File: config.mk
export PLATFORM = sky130hd
export DESIGN_NAME = video_mixer_out
export DESIGN_NICKNAME = d
export VERILOG_FILES = /design/src/rtl/video_mixer_out.sv
export SDC_FILE = /design/constraint.sdc
export NUM_CORES = 1
export LEC_CHECK = 0
export BUFFER_PORTS_ARGS = -buffer_cell sky130_fd_sc_hd__buf_2
export CAP_MARGIN = 0
export CORE_ASPECT_RATIO = 1.75
export CORE_MARGIN = 1
export CORE_UTILIZATION = 30
export DETAILED_ROUTE_END_ITERATION = 8
export PLACE_DENSITY = 0.59
export SLEW_MARGIN = 40
export SYNTH_ARGS = -nofsm -noshare
export SYNTH_HDL_FRONTEND = slang
export SYNTH_SLANG_ARGS = --single-unit
File: constraint.sdc
create_clock -name clk_vid -period 9.05 [get_ports clk_vid]
set_clock_uncertainty 0.2 [all_clocks]
set_input_delay 2.715 -clock clk_vid [delete_from_list [all_inputs] [get_ports clk_vid]]
set_output_delay 2.715 -clock clk_vid [all_outputs]
set_load 0.1 [all_outputs]
File: src/rtl/video_mixer_out.sv
// Output stage for the scandoubled RGB path: colour expansion, optional mono packing, scanline dimming, DE regeneration.
// Define VMIX_MEASURE_EN to build the active-area measurement counters; otherwise h_active/v_active/meas_valid read 0.
module video_mixer_out #(
    parameter int IN_W    = 8,
    parameter int OUT_W   = 8,
    parameter int SL_BITS = 2
) (
    input  logic               clk_vid,
    input  logic               reset_n,
    input  logic               ce_pix,
    input  logic [SL_BITS-1:0] scanlines,
    input  logic               sl_phase,
    input  logic               mono,
    input  logic [IN_W-1:0]    R,
    input  logic [IN_W-1:0]    G,
    input  logic [IN_W-1:0]    B,
    input  logic               HSync,
    input  logic               VSync,
    input  logic               HBlank,
    input  logic               VBlank,
    output logic [OUT_W-1:0]   VGA_R,
    output logic [OUT_W-1:0]   VGA_G,
    output logic [OUT_W-1:0]   VGA_B,
    output logic               VGA_HS,
    output logic               VGA_VS,
    output logic               VGA_DE,
    output logic [11:0]        h_active,
    output logic [11:0]        v_active,
    output logic               meas_valid
);
    localparam int PW = OUT_W + SL_BITS + 1;
    localparam bit MONO_OK = (2 * IN_W >= OUT_W);
    localparam logic [SL_BITS:0] K_FULL = {1'b1, {SL_BITS{1'b0}}};

    logic [IN_W-1:0]   ch_in [3];
    logic [OUT_W-1:0]  c_next [3];
    logic [OUT_W-1:0]  c_reg [3];
    logic [OUT_W-1:0]  vga_c [3];
    logic [4*IN_W-1:0] mono_word;

    logic hs_prev, vs_prev, hb_prev;
    logic line_flag, de_reg, de_next;
    logic hs_fall, vs_fall, hb_fall, hb_rise;
    logic dim;
    logic [SL_BITS:0] k;

    assign ch_in[0]  = R;
    assign ch_in[1]  = G;
    assign ch_in[2]  = B;
    assign mono_word = {G, R, G, R};

    assign hs_fall = hs_prev & ~HSync;
    assign vs_fall = vs_prev & ~VSync;
    assign hb_fall = hb_prev & ~HBlank;
    assign hb_rise = ~hb_prev & HBlank;

    // VBlank is only looked at on the HBlank fall, so a mid-line change cannot alter the current line
    always_comb begin
        de_next = de_reg;
        if (hb_fall)
            de_next = ~VBlank;
        else if (hb_rise)
            de_next = 1'b0;
    end

    assign dim = (line_flag ^ sl_phase) && (scanlines != '0);
    assign k   = dim ? (K_FULL - {1'b0, scanlines}) : K_FULL;

    // The sync sample registers double as the first pipeline stage for HS/VS
    always_ff @(posedge clk_vid or negedge reset_n) begin
        if (!reset_n) begin
            hs_prev   <= 1'b0;
            vs_prev   <= 1'b0;
            hb_prev   <= 1'b0;
            line_flag <= 1'b0;
            de_reg    <= 1'b0;
            VGA_HS    <= 1'b0;
            VGA_VS    <= 1'b0;
            VGA_DE    <= 1'b0;
        end else begin
            hs_prev <= HSync;
            vs_prev <= VSync;
            hb_prev <= HBlank;
            if (vs_fall)
                line_flag <= 1'b0;
            else if (hs_fall)
                line_flag <= ~line_flag;
            de_reg <= de_next;
            VGA_HS <= hs_prev;
            VGA_VS <= vs_prev;
            VGA_DE <= de_reg;
        end
    end

    generate
        for (genvar gi = 0; gi < 3; gi++) begin : g_chan
            logic [3*IN_W-1:0] rep;
            assign rep = {3{ch_in[gi]}};
            assign c_next[gi] = (MONO_OK && mono) ? mono_word[4*IN_W-1 -: OUT_W]
                                                  : rep[3*IN_W-1 -: OUT_W];

            // k never exceeds 2^SL_BITS, so the shifted product always fits OUT_W
            always_ff @(posedge clk_vid or negedge reset_n) begin
                if (!reset_n) begin
                    c_reg[gi] <= '0;
                    vga_c[gi] <= '0;
                end else begin
                    c_reg[gi] <= c_next[gi];
                    vga_c[gi] <= OUT_W'((PW'(c_reg[gi]) * PW'(k)) >> SL_BITS);
                end
            end
        end
    endgenerate

    assign VGA_R = vga_c[0];
    assign VGA_G = vga_c[1];
    assign VGA_B = vga_c[2];

`ifdef VMIX_MEASURE_EN
    logic [11:0] hcnt, vcnt;
    logic        de_prev;

    always_ff @(posedge clk_vid or negedge reset_n) begin
        if (!reset_n) begin
            hcnt       <= '0;
            vcnt       <= '0;
            de_prev    <= 1'b0;
            h_active   <= '0;
            v_active   <= '0;
            meas_valid <= 1'b0;
        end else begin
            de_prev    <= de_reg;
            meas_valid <= 1'b0;
            if (de_prev && !de_reg) begin
                h_active <= hcnt;
                hcnt     <= '0;
            end else if (ce_pix && de_reg && hcnt != 12'hFFF) begin
                hcnt <= hcnt + 12'd1;
            end
            if (!vs_prev && VSync) begin
                v_active   <= vcnt;
                vcnt       <= '0;
                meas_valid <= 1'b1;
            end else if (!de_prev && de_reg && vcnt != 12'hFFF) begin
                vcnt <= vcnt + 12'd1;
            end
        end
    end
`else
    wire unused_ce_pix = ce_pix;
    assign h_active   = '0;
    assign v_active   = '0;
    assign meas_valid = 1'b0;
`endif

endmodule
==> run_results.csv, run 1 <==
group,metric,value,unit
run_status,run_status,"finished clean",
setup_path,arrival,6210,ps
global_route,largest_net_degree_at_the_start_of_global_routing,57,
cts,tritoncts,"yes",
cts,root_buffer_cell,"sky130_fd_sc_hd__clkbuf_16",
timing,tns,0,ps
yosys,synth.distinct_cells,38,
yosys,async_reset_ff_frac,1.000,
yosys,netlist_area,3650,um^2
cts,cts.path.max_buffers,2,
routing,drt_iter0_drc,61,
routing,drt_first_pass_iters,4,
yosys,ys_top_cells_by_area,"sky130_fd_sc_hd__dfrtp_1 38%, sky130_fd_sc_hd__fa_1 12%, sky130_fd_sc_hd__ha_1 8.9%",
setup_path,cp_cell_sequence,"buf_2 > inv_1 > ha_1 > nor2_2 > and2_1 > nand2_1 > fa_1 > inv_1 > ha_1 > inv_1 > fa_1 > nor2b_4 > o31a_1 > or4b_1 > nand3_1",
routing,vias_per_cell,4.486,
placed_design,number_of_port_buffers,60,
timing,rsz0062_at_grt,"false",
power_and_ir_drop,leakagePower,2.236,nW
flow_run,drv.max_cap_violation_count,0,
global_route,grt-ovfl-total,0,
cells_and_area,post-route-cell-area,4143,um^2
timing,layout_min_cycle_time,6176,ps
floorplanning,floorplan.initialDensity,0.3058,
cells_and_area,flow.area_growth_from_synthesis,13.51,%
setup_path,startpoint_type,"input port",
setup_path,cpMostUsedCell,"sky130_fd_sc_hd__inv_1",
cts,worst_skew_pair.late_latency,290,ps
cts,numClockSinks,56,
cells_and_area,antenna_cells,0,
cells_and_area,seqCellArea,1401,um^2
floorplanning,fp.dieArea,12630,um^2
cells_and_area,fill_cells,1261,
placed_design,place.gp.congestion,0.7795,
cts,cts_htree_levels,2,
routing,ant_nets,0,
setup_path,critical_path_required,9080,ps
floorplanning,io_pins,87,
placed_design,place_area,3988,um^2
yosys,synth-warning-count,0,
timing,count_of_final_hold_check_violations,0,
cts,cts.hold.buffers_added,0,
cells_and_area,largest_register_ff_count,24,
routing,route.detailed.wl_per_inst,12.59,um
global_route,grt_util_all_layers,0.1223,
yosys,synthDominantCellAreaShare,0.3840,
cts,cts_made_buffers,5,
routing,drc,0,
cts,post_cts_resized,0,
yosys,ys_seq_elements,56,
cells_and_area,num-nets-final,520,
timing,max_freq,161.9,MHz
floorplanning,core.rowCount,53,
floorplanning,floorplan.core_area,11940,um^2
timing,timing.final.crit_share,0.6825,
cells_and_area,multi_input_area,1878,um^2
power_and_ir_drop,p_total,1.181,mW
global_route,grt_pass1_vias,2641,
yosys,synth-seq-area-share,0.3840,
timing,finalMaxSlewViolations,0,
timing,timing.max_slew.rel_slack,0.5226,
cts,postCtsSetupBuffers,0,
timing,worst_pin_slew,716.1,ps
setup_path,worst_path_max_delay_cell,"sky130_fd_sc_hd__and2_1",
setup_path,critical_path.max_fanout,19,
hold_path,min-delay-path-class,"reg2reg",
power_and_ir_drop,cellPowerDensity,285.2,nW/um^2
yosys,number_of_enable_type_register_cells_in_the_synthesized_netlist,0,
yosys,mapped_cells,378,
cts,clk_pin_slew,70,ps
global_route,antenna_found_initial,0,
timing,finalSetupViolations,0,
routing,wl,7.224,mm
routing,dr_total_vias,2575,
power_and_ir_drop,worst_ir_drop_vdd,0.0001449,V
floorplanning,die_h,147.9,um
cells_and_area,layout-drive-gt1-share,0.1670,
setup_path,crit_type,"in2reg",
placed_design,dpl.hpwl,5.787,mm
yosys,synth_area_per_cell,9.655,um^2
setup_path,slowest_delay,610,ps
yosys,yosys_most_used_dff,"sky130_fd_sc_hd__dfrtp_1",
setup_path,timing.critical_path.to_type,"register",
yosys,post-synth-top-area-cell,"sky130_fd_sc_hd__dfrtp_1",
floorplanning,die_w,85.38,um
global_route,first_pass_grt_wire_length,11.94,mm
-- cell families (layout without fill, tap and decap cells) --
kind of cell | count (synthesis) | in the layout | synth area share
buffers and inverters | 93 | 128 | 0.1262
AND/OR/NAND/NOR | 110 | 110 | 0.1560
XOR/XNOR | 17 | 17 | 0.04285
flip-flops | 56 | 56 | 0.3840
AO/OA/AOI/OAI | 52 | 52 | 0.08022
adder cells (fa/ha/maj) | 47 | 47 | 0.2043
multiplexers | 2 | 2 | 0.005485
other | 1 | 25 | 0.001027
-- worst paths after layout --
path / from / end / slack, ps / cells after the start
setup / recovery: scanlines[0] / VGA_G[6] / 2870 / 15
hold / removal: de_reg / VGA_DE / 180 / 0
setup reg to reg: line_flag / VGA_G[6] / 5160 / 13
hold reg to reg: de_reg / VGA_DE / 180 / 0
max in group asynchronous: reset_n / VGA_G[1] / 5820 / 2
min in group asynchronous: reset_n / VGA_R[5] / 2350 / 2
-- per-stage QoR --
| stage | hold WS, ps | std cells | setup slack, ps | utilization |
|---|---|---|---|---|
| 2_1_floorplan | 146.5 | 402 | 3300 | - |
| 3_3_place_gp | 151.1 | 568 | 2599 | 0.3341 |
| 3_5_place_dp | 163.4 | 568 | 2553 | 0.3341 |
| 4_1_cts | 180.8 | 574 | 2856 | 0.3471 |
| 5_1_grt | 194.2 | 574 | 2629 | 0.3471 |
| 6_report | 183.5 | 574 | 2874 | 0.3471 |
-- per-layer routing --
layer / global-route usage / routed length (um)
met1: 0.1238 / 2686
met2: 0.2476 / 4144
met3: 0.01675 / 280
met4: 0.04250 / 112
met5: 0 / 0
-- final cells by class --
type                    count  share of cell area
flip-flops and latches     56              0.3383
multi-input cells         253              0.4533
clock inverters             1            0.007249
inverters                  61             0.05527
repair buffers             61             0.07430
well taps                 137             0.04138
clock buffers               5             0.03020
-- critical path, delay by kind of cell --
| kind | cells | cell delay (ps) |
|---|---|---|
| AOI/OAI and AO/OA | 1 | 270 |
| buffers and inverters | 4 | 320 |
| adders and majority gates | 4 | 1230 |
| and+or+nand+nor | 6 | 1660 |
-- where the power goes --
part	total [mW]	internal (mW)	switching [mW]
Combinational	0.648	0.126	0.522
Sequential	0.318	0.302	0.0163
Clock	0.215	0.128	0.0872
Total	1.18	0.556	0.626
-- cells in the final DEF, fill, tap and decap left out, drive strengths merged --
cell type  netlist  final
inv             61     61
buf             30     61
nand2           60     60
dfrtp           56     56
ha              26     26
o21ai           25     25
conb             1     25
fa              21     21
a21oi           14     14
xnor2           14     14
nand3            9      9
and3             7      7
nor2             7      7
and2             6      6
clkbuf           2      5
nor2b            5      5
o21a             3      3
o31a             3      3
a21o             3      3
a31oi            3      3
xor2             3      3
nand4            3      3
and3b            3      3
and4             3      3
or4b             2      2
mux2i            2      2
or2              1      1
o211ai           1      1
or4              1      1
nor3             1      1
and2b            1      1
nand2b           1      1
bufinv           0      1
-- Yosys cell counts, types with 2 or more instances --
library cell	n
sky130_fd_sc_hd__xor2_1	3
sky130_fd_sc_hd__nor2b_4	2
sky130_fd_sc_hd__fa_1	21
sky130_fd_sc_hd__buf_4	27
sky130_fd_sc_hd__dfrtp_1	56
sky130_fd_sc_hd__a21oi_1	14
sky130_fd_sc_hd__nor2_1	5
sky130_fd_sc_hd__and3_1	7
sky130_fd_sc_hd__and4_1	3
sky130_fd_sc_hd__clkbuf_1	2
sky130_fd_sc_hd__nand3_1	9
sky130_fd_sc_hd__mux2i_1	2
sky130_fd_sc_hd__buf_2	2
sky130_fd_sc_hd__ha_1	26
sky130_fd_sc_hd__xnor2_1	13
sky130_fd_sc_hd__nand2_1	60
sky130_fd_sc_hd__nor2b_1	3
sky130_fd_sc_hd__and2_1	6
sky130_fd_sc_hd__a21o_1	3
sky130_fd_sc_hd__a31oi_1	3
sky130_fd_sc_hd__or4b_1	2
sky130_fd_sc_hd__o31a_1	3
sky130_fd_sc_hd__o21a_1	3
sky130_fd_sc_hd__and3b_1	3
sky130_fd_sc_hd__inv_1	61
sky130_fd_sc_hd__nand4_1	3
sky130_fd_sc_hd__o21ai_0	25
No activity file was read; power rests on OpenSTA's default activity.
==> run 2: changes to the inputs <==
--- a/config.mk
+++ b/config.mk
@@ -5,13 +5,14 @@
 export SDC_FILE = /design/constraint.sdc
 export NUM_CORES = 1
 export LEC_CHECK = 0
+export ABC_AREA = 1
 export BUFFER_PORTS_ARGS = -buffer_cell sky130_fd_sc_hd__buf_2
 export CAP_MARGIN = 0
 export CORE_ASPECT_RATIO = 1.75
 export CORE_MARGIN = 1
 export CORE_UTILIZATION = 30
 export DETAILED_ROUTE_END_ITERATION = 8
-export PLACE_DENSITY = 0.59
+export PLACE_DENSITY = 0.6
 export SLEW_MARGIN = 40
 export SYNTH_ARGS = -nofsm -noshare
 export SYNTH_HDL_FRONTEND = slang
==> constraint.sdc (replaced) <==
create_clock -name clk_vid -period 5.29 [get_ports clk_vid]
set_clock_uncertainty 0.2 [all_clocks]
set_input_delay 1.587 -clock clk_vid [delete_from_list [all_inputs] [get_ports clk_vid]]
set_output_delay 1.587 -clock clk_vid [all_outputs]
set_load 0.1 [all_outputs]
==> run 2 against run 1 <==
Net effect: via count up 10%; sequential share of layout area fell by 1.5 points; non-clock buffer count up 1; register-to-register slack lost 3000 ps; synthesized cell count up 21%; cell count rose by 20%; global-route usage increased by 0.077 points; utilization increased by 0.36 points; worst hold slack got worse by 5.3 ps; highest routed layer unchanged; critical endpoint unchanged.
==> run_results.csv, run 2 <==
group,metric,value,unit
timing,max_freq,227.1,MHz
yosys,netlist_area,3789,um^2
yosys,yosys_most_used_dff,"sky130_fd_sc_hd__dfrtp_1",
routing,ant_nets,0,
global_route,antenna_found_initial,0,
floorplanning,fp.dieArea,13100,um^2
global_route,grt-ovfl-total,0,
setup_path,worst_path_max_delay_cell,"sky130_fd_sc_hd__fa_1",
cells_and_area,antenna_cells,0,
setup_path,cp_cell_sequence,"buf_2 > inv_1 > ha_1 > inv_1 > nand3_4 > nor2_8 > nand2_2 > fa_1 > inv_1 > ha_1 > inv_1 > fa_1 > o21ai_0 > nand2_1 > nand3_1 > nand2_1",
setup_path,arrival,4400,ps
yosys,yosys.cell_count.top_type,"sky130_fd_sc_hd__nand2_1",
cts,numClockSinks,56,
cts,postCtsSetupBuffers,0,
cts,cts.path.max_buffers,2,
setup_path,worst_r2r_path_depth,13,
yosys,synth_common_cells,"130 x sky130_fd_sc_hd__nand2_1, 106 x sky130_fd_sc_hd__inv_1, 56 x sky130_fd_sc_hd__dfrtp_1",
yosys,synth.distinct_cells,26,
floorplanning,die_w,86.95,um
timing,count_of_final_hold_check_violations,0,
timing,finalMaxSlewViolations,0,
global_route,first_pass_grt_wire_length,12.60,mm
cells_and_area,flow.area_growth_from_synthesis,14.43,%
floorplanning,core.rowCount,54,
power_and_ir_drop,leakagePower,2.538,nW
placed_design,dpl.hpwl,5.960,mm
cells_and_area,finish.utilization,0.3506,
yosys,synthDominantCellAreaShare,0.3699,
routing,drt_iter0_drc,71,
routing,drt_first_pass_iters,4,
cts,worst_skew_pair.late_latency,300,ps
flow_run,drv.max_cap_violation_count,0,
timing,rsz0062_at_grt,"false",
cells_and_area,largest_register_ff_count,24,
cells_and_area,fill_cells,1303,
setup_path,startpoint_type,"input port",
yosys,ys_top_cells_by_area,"sky130_fd_sc_hd__dfrtp_1 37%, sky130_fd_sc_hd__nand2_1 13%, sky130_fd_sc_hd__fa_1 11%",
global_route,largest_net_degree_at_the_start_of_global_routing,57,
setup_path,critical_path.max_fanout,19,
power_and_ir_drop,cellPowerDensity,391.2,nW/um^2
timing,finalSetupViolations,0,
cts,tritoncts,"yes",
cts,clk_pin_slew,80,ps
cts,cts.hold.buffers_added,0,
timing,worst_pin_slew,726.8,ps
routing,wl,7.353,mm
cts,cts_made_buffers,5,
setup_path,crit_type,"in2reg",
yosys,synth-warning-count,0,
floorplanning,floorplan.initialDensity,0.3064,
timing,timing.final.crit_share,0.8323,
yosys,synth_area_per_cell,8.290,um^2
routing,route.detailed.wl_per_inst,10.69,um
placed_design,place.gp.congestion,0.7451,
global_route,grt_pass1_vias,2882,
yosys,post-synth-top-area-cell,"sky130_fd_sc_hd__dfrtp_1",
setup_path,timing.critical_path.to_type,"register",
setup_path,critical_path_required,5290,ps
cts,root_buffer_cell,"sky130_fd_sc_hd__clkbuf_16",
setup_path,cpMostUsedCell,"sky130_fd_sc_hd__inv_1",
yosys,number_of_enable_type_register_cells_in_the_synthesized_netlist,0,
routing,dr_total_vias,2845,
cts,cts_htree_levels,2,
yosys,synth-seq-area-share,0.3699,
setup_path,flop_to_flop_setup_slack,2140,ps
timing,layout_min_cycle_time,4403,ps
power_and_ir_drop,worst_ir_drop_vdd,0.0001630,V
setup_path,source_of_the_critical_timing_path,"scanlines[0]",
yosys,async_reset_ff_frac,1.000,
cells_and_area,layout-drive-gt1-share,0.1577,
setup_path,r2r_start,"line_flag",
hold_path,worstHoldPathCells,0,
cells_and_area,layout_common_cells,"130 x sky130_fd_sc_hd__nand2_1, 106 x sky130_fd_sc_hd__inv_1, 60 x sky130_fd_sc_hd__buf_2, 56 x sky130_fd_sc_hd__dfrtp_1, 26 x sky130_fd_sc_hd__ha_1",
hold_path,min-delay-path-class,"reg2reg",
yosys,ys_seq_elements,56,
floorplanning,floorplan.core_area,12360,um^2
timing,tns,0,ps
timing,timing.max_slew.rel_slack,0.5155,
cells_and_area,layout.cells.most_common,"sky130_fd_sc_hd__nand2_1",
run_status,run_status,"finished clean",
hold_path,holdCritStartpoint,"vs_prev",
global_route,grt_util_all_layers,0.1231,
floorplanning,io_pins,87,
cells_and_area,num-nets-final,601,
placed_design,number_of_port_buffers,60,
setup_path,slowest_delay,460,ps
routing,drc,0,
yosys,mapped_cells,457,
floorplanning,die_h,150.7,um
cts,post_cts_resized,0,
routing,vias_per_cell,4.135,
## run 2: cell count changes after synthesis, moves of 4 or more
cell,previous run,this run
sky130_fd_sc_hd__nand2_1,60,130
sky130_fd_sc_hd__inv_1,61,106
sky130_fd_sc_hd__nor2_1,5,17
sky130_fd_sc_hd__xnor2_1,13,4
sky130_fd_sc_hd__and3_1,7,0
sky130_fd_sc_hd__and2_1,6,0
sky130_fd_sc_hd__o21ai_0,25,19
sky130_fd_sc_hd__nand3_1,9,14
sky130_fd_sc_hd__a21oi_1,14,10
## run 2: kinds of logic (layout without fill, tap and decap cells)
group,after synthesis,in the layout,share of synthesized area
adders and majority gates,47,47,0.1968
DFF,56,56,0.3699
other,1,25,0.0009898
and+or+nand+nor,173,173,0.1982
xor gates and xnor gates,9,9,0.02080
AOI/OAI and AO/OA,32,32,0.04393
buffers and inverters,139,178,0.1694
## run 2: final cells by class
type | instances | area [um^2] | share of cell area
multi-input cells | 286 | 1836 | 0.4234
flip-flops and latches | 56 | 1401 | 0.3232
inverters | 108 | 405.4 | 0.09351
repair buffers | 62 | 315.3 | 0.07273
well taps | 168 | 210.2 | 0.04848
clock buffers | 5 | 125.1 | 0.02886
clock inverters | 3 | 42.54 | 0.009812
## run 2: routing by layer
metal  GRT usage  wire length [um]  up-vias
met4     0.05417               163        0
met2      0.2413              4081       78
met1      0.1269              2764     1335
met5           0                 0        -
met3     0.01425               343       10
li1            -                 -     1422
## run 2: through the flow
stage / hold WS [ps] / power [mW] / cell area [um^2] / setup slack, ps / cells
after floorplan: 153.5 / 1.212 / 3879 / 929.4 / 481
after CTS: 180.3 / 1.718 / 4335 / 864.9 / 688
after global routing: 188.8 / 1.790 / 4335 / 589.1 / 688
final: 178.2 / 1.696 / 4335 / 887.0 / 688
after detailed placement: 165.6 / 1.329 / 4168 / 543.3 / 680
after global placement: 160.8 / 1.321 / 4168 / 571.8 / 680
## run 2: critical path: cells and delay by family
family | cells | cell delay (ps)
buf+inv | 5 | 380
simple gates | 6 | 900
compound gates | 1 | 310
fa+ha+maj | 4 | 1240
## run 2: power breakdown
part           switching (mW)  internal (mW)  leakage (nW)  total [mW]
logic                   0.657          0.140          1.78       0.798
clock network           0.161          0.223        0.0798       0.384
registers              0.0220          0.493         0.680       0.515
## run 2: worst paths after layout
check / end
max reg2reg: VGA_G[6]
max in group asynchronous: VGA_B[6]
max: VGA_G[6]
min: VGA_VS
min in group asynchronous: de_reg
min reg2reg: VGA_VS
==> run 3: changes to the inputs <==
--- a/config.mk
+++ b/config.mk
@@ -5,14 +5,14 @@
 export SDC_FILE = /design/constraint.sdc
 export NUM_CORES = 1
 export LEC_CHECK = 0
-export ABC_AREA = 1
+export ABC_AREA = 0
 export BUFFER_PORTS_ARGS = -buffer_cell sky130_fd_sc_hd__buf_2
 export CAP_MARGIN = 0
 export CORE_ASPECT_RATIO = 1.75
 export CORE_MARGIN = 1
 export CORE_UTILIZATION = 30
 export DETAILED_ROUTE_END_ITERATION = 8
-export PLACE_DENSITY = 0.6
+export PLACE_DENSITY = 0.59
 export SLEW_MARGIN = 40
 export SYNTH_ARGS = -nofsm -noshare
 export SYNTH_HDL_FRONTEND = slang
==> constraint.sdc (replaced) <==
create_clock -name clk_vid -period 4.56 [get_ports clk_vid]
set_clock_uncertainty 0.2 [all_clocks]
set_input_delay 1.368 -clock clk_vid [delete_from_list [all_inputs] [get_ports clk_vid]]
set_output_delay 1.368 -clock clk_vid [all_outputs]
set_load 0.1 [all_outputs]
==> run 3 against run 2 <==
Net effect: combinational power rose by 73%; wire length grew 8.0%; sequential share of layout area decreased by 0.64 points; clock power increased by 4%; non-clock buffer count is 37 higher.
==> run_results.csv, run 3 (same netlist as run 1, synthesis figures left out) <==
group,metric,value,unit
run_status,run_status,"finished clean",
routing,drt_iter0_drc,93,
routing,dr_total_vias,2783,
routing,drt_first_pass_iters,4,
routing,routed.top_layer,"met4",
timing,fin_worst_setup_slack,305.7,ps
placed_design,post-place-cells,606,
timing,finalMaxSlewViolations,0,
power_and_ir_drop,leakagePower,2.426,nW
setup_path,arrival,4290,ps
cells_and_area,fill_cells,1258,
cts,root_buffer_cell,"sky130_fd_sc_hd__clkbuf_16",
setup_path,worst_r2r_path_depth,13,
global_route,grt-ovfl-total,0,
setup_path,cp_num_buf_inv,4,
cts,numClockSinks,56,
cells_and_area,seqCellArea,1401,um^2
timing,worst_pin_slew,604.9,ps
setup_path,delay_heaviest_family_cp,"simple AND/OR/NAND/NOR gates",
cts,tritoncts,"yes",
cells_and_area,largest_register_ff_count,24,
placed_design,dpl.hpwl,6.428,mm
routing,detailroute.wirelength.met2,4.590,mm
power_and_ir_drop,cellPowerDensity,545.2,nW/um^2
timing,max_freq,235.1,MHz
setup_path,startpoint_type,"input port",
setup_path,critical_path_required,4600,ps
setup_path,cpMostUsedCell,"sky130_fd_sc_hd__inv_1",
cells_and_area,antenna_cells,0,
cts,cts.hold.buffers_added,0,
global_route,first_pass_grt_wire_length,13.12,mm
global_route,grt_util_all_layers,0.1345,
floorplanning,io_pins,87,
placed_design,place.gp.congestion,0.8625,
floorplanning,die_h,147.9,um
setup_path,crit_end,"VGA_G[6]",
global_route,antenna_found_initial,0,
setup_path,worst_path_max_delay_cell,"sky130_fd_sc_hd__fa_1",
setup_path,slowest_delay,510,ps
floorplanning,die_w,85.38,um
cells_and_area,multi_input_area,1878,um^2
timing,timing.final.crit_share,0.9330,
floorplanning,floorplan.core_area,11940,um^2
placed_design,number_of_port_buffers,60,
cells_and_area,finish.utilization,0.3705,
cts,postCtsSetupBuffers,0,
timing,fin_worst_hold_slack,176.4,ps
cts,clk_pin_slew,80,ps
setup_path,r2r_start,"line_flag",
timing,layout_min_cycle_time,4254,ps
routing,wl,7.941,mm
cells_and_area,post_layout_nonfiller_instances,614,
routing,ant_nets,0,
setup_path,timing.critical_path.to_type,"register",
timing,count_of_final_hold_check_violations,0,
power_and_ir_drop,worst_ir_drop_vdd,0.0003389,V
setup_path,cp_cell_sequence,"buf_2 > inv_1 > ha_1 > nor2_2 > and2_1 > nand2_1 > fa_1 > inv_1 > ha_1 > inv_1 > fa_1 > nor2b_4 > o31a_1 > or4b_1 > nand3_1",
global_route,grt_pass1_vias,2937,
placed_design,post-place-ws,-9.381,ps
routing,drc,0,
cells_and_area,num-nets-final,558,
flow_run,drv.max_cap_violation_count,0,
cells_and_area,layout.cells.most_common,"sky130_fd_sc_hd__inv_1",
timing,rsz0062_at_grt,"false",
cts,cts.path.max_buffers,2,
cts,cts_htree_levels,2,
setup_path,source_of_the_critical_timing_path,"scanlines[0]",
cells_and_area,flow.area_growth_from_synthesis,21.19,%
routing,vias_per_cell,4.533,
timing,timing.max_slew.rel_slack,0.5967,
setup_path,path_depth,15,
floorplanning,core.rowCount,53,
timing,finalSetupViolations,0,
setup_path,flop_to_flop_setup_slack,1080,ps
floorplanning,floorplan.initialDensity,0.3058,
floorplanning,fp.dieArea,12630,um^2
cts,cts_made_buffers,5,
cts,worst_skew_pair.late_latency,300,ps
setup_path,crit-reg2reg-capture,"VGA_G[6]",
setup_path,crit_type,"in2reg",
global_route,largest_net_degree_at_the_start_of_global_routing,47,
cts,post_cts_resized,0,
hold_path,min-delay-path-class,"reg2reg",
power_and_ir_drop,p_total,2.411,mW
cells_and_area,layout-drive-gt1-share,0.2369,
routing,wirelength_met1,2.836,mm
cells_and_area,layout_common_cells,"61 x sky130_fd_sc_hd__inv_1, 60 x sky130_fd_sc_hd__nand2_1, 59 x sky130_fd_sc_hd__buf_2, 56 x sky130_fd_sc_hd__dfrtp_1, 40 x sky130_fd_sc_hd__buf_4",
routing,wl_met3,312,um
setup_path,critical_path.max_fanout,8,
routing,route.detailed.wl_per_inst,12.93,um
==> run 3: cell count changes in the layout (fill, tap and decap cells not counted), moves of 7 or more <==
cell	delta
sky130_fd_sc_hd__nand2_1	-70
sky130_fd_sc_hd__inv_1	-45
sky130_fd_sc_hd__buf_4	+38
sky130_fd_sc_hd__nor2_1	-12
sky130_fd_sc_hd__xnor2_1	+9
sky130_fd_sc_hd__and3_1	+7
==> run 3: cell type report <==
type,instances,share of cell area
multi-input combinational,253,0.4246
sequential,56,0.3168
timing repair buffer,99,0.1347
inverter,61,0.05177
tap,137,0.03876
clock buffer,5,0.02829
clock inverter,3,0.005092
==> run 3: through the flow <==
step,setup TNS (ps),cell area [um^2]
floorplan,0,3740
global placement,0,4273
detailed placement,-9.381,4275
CTS,0,4423
global route,0,4423
finish,0,4423
==> run 3: power breakdown <==
part           switching (mW)  internal (mW)
logic                    1.06          0.319
registers              0.0338          0.599
clock network           0.193          0.206
total                    1.29           1.12
==> run 3: worst min path at each step <==
stage | to | slack, ps | start | depth (start not counted)
2_1_floorplan | VGA_HS | 150 | hs_prev | 0
5_1_grt | VGA_HS | 190 | hs_prev | 0
4_1_cts | VGA_HS | 180 | hs_prev | 0
6_report | VGA_HS | 180 | hs_prev | 0
3_3_place_gp | VGA_HS | 150 | hs_prev | 0
3_5_place_dp | VGA_HS | 160 | hs_prev | 0
==> run 3: per-layer routing <==
layer	up-vias	GRT usage
li1	1350	-
met1	1334	0.1328
met2	86	0.2710
met3	13	0.01898
met4	0	0.05583
met5	-	0
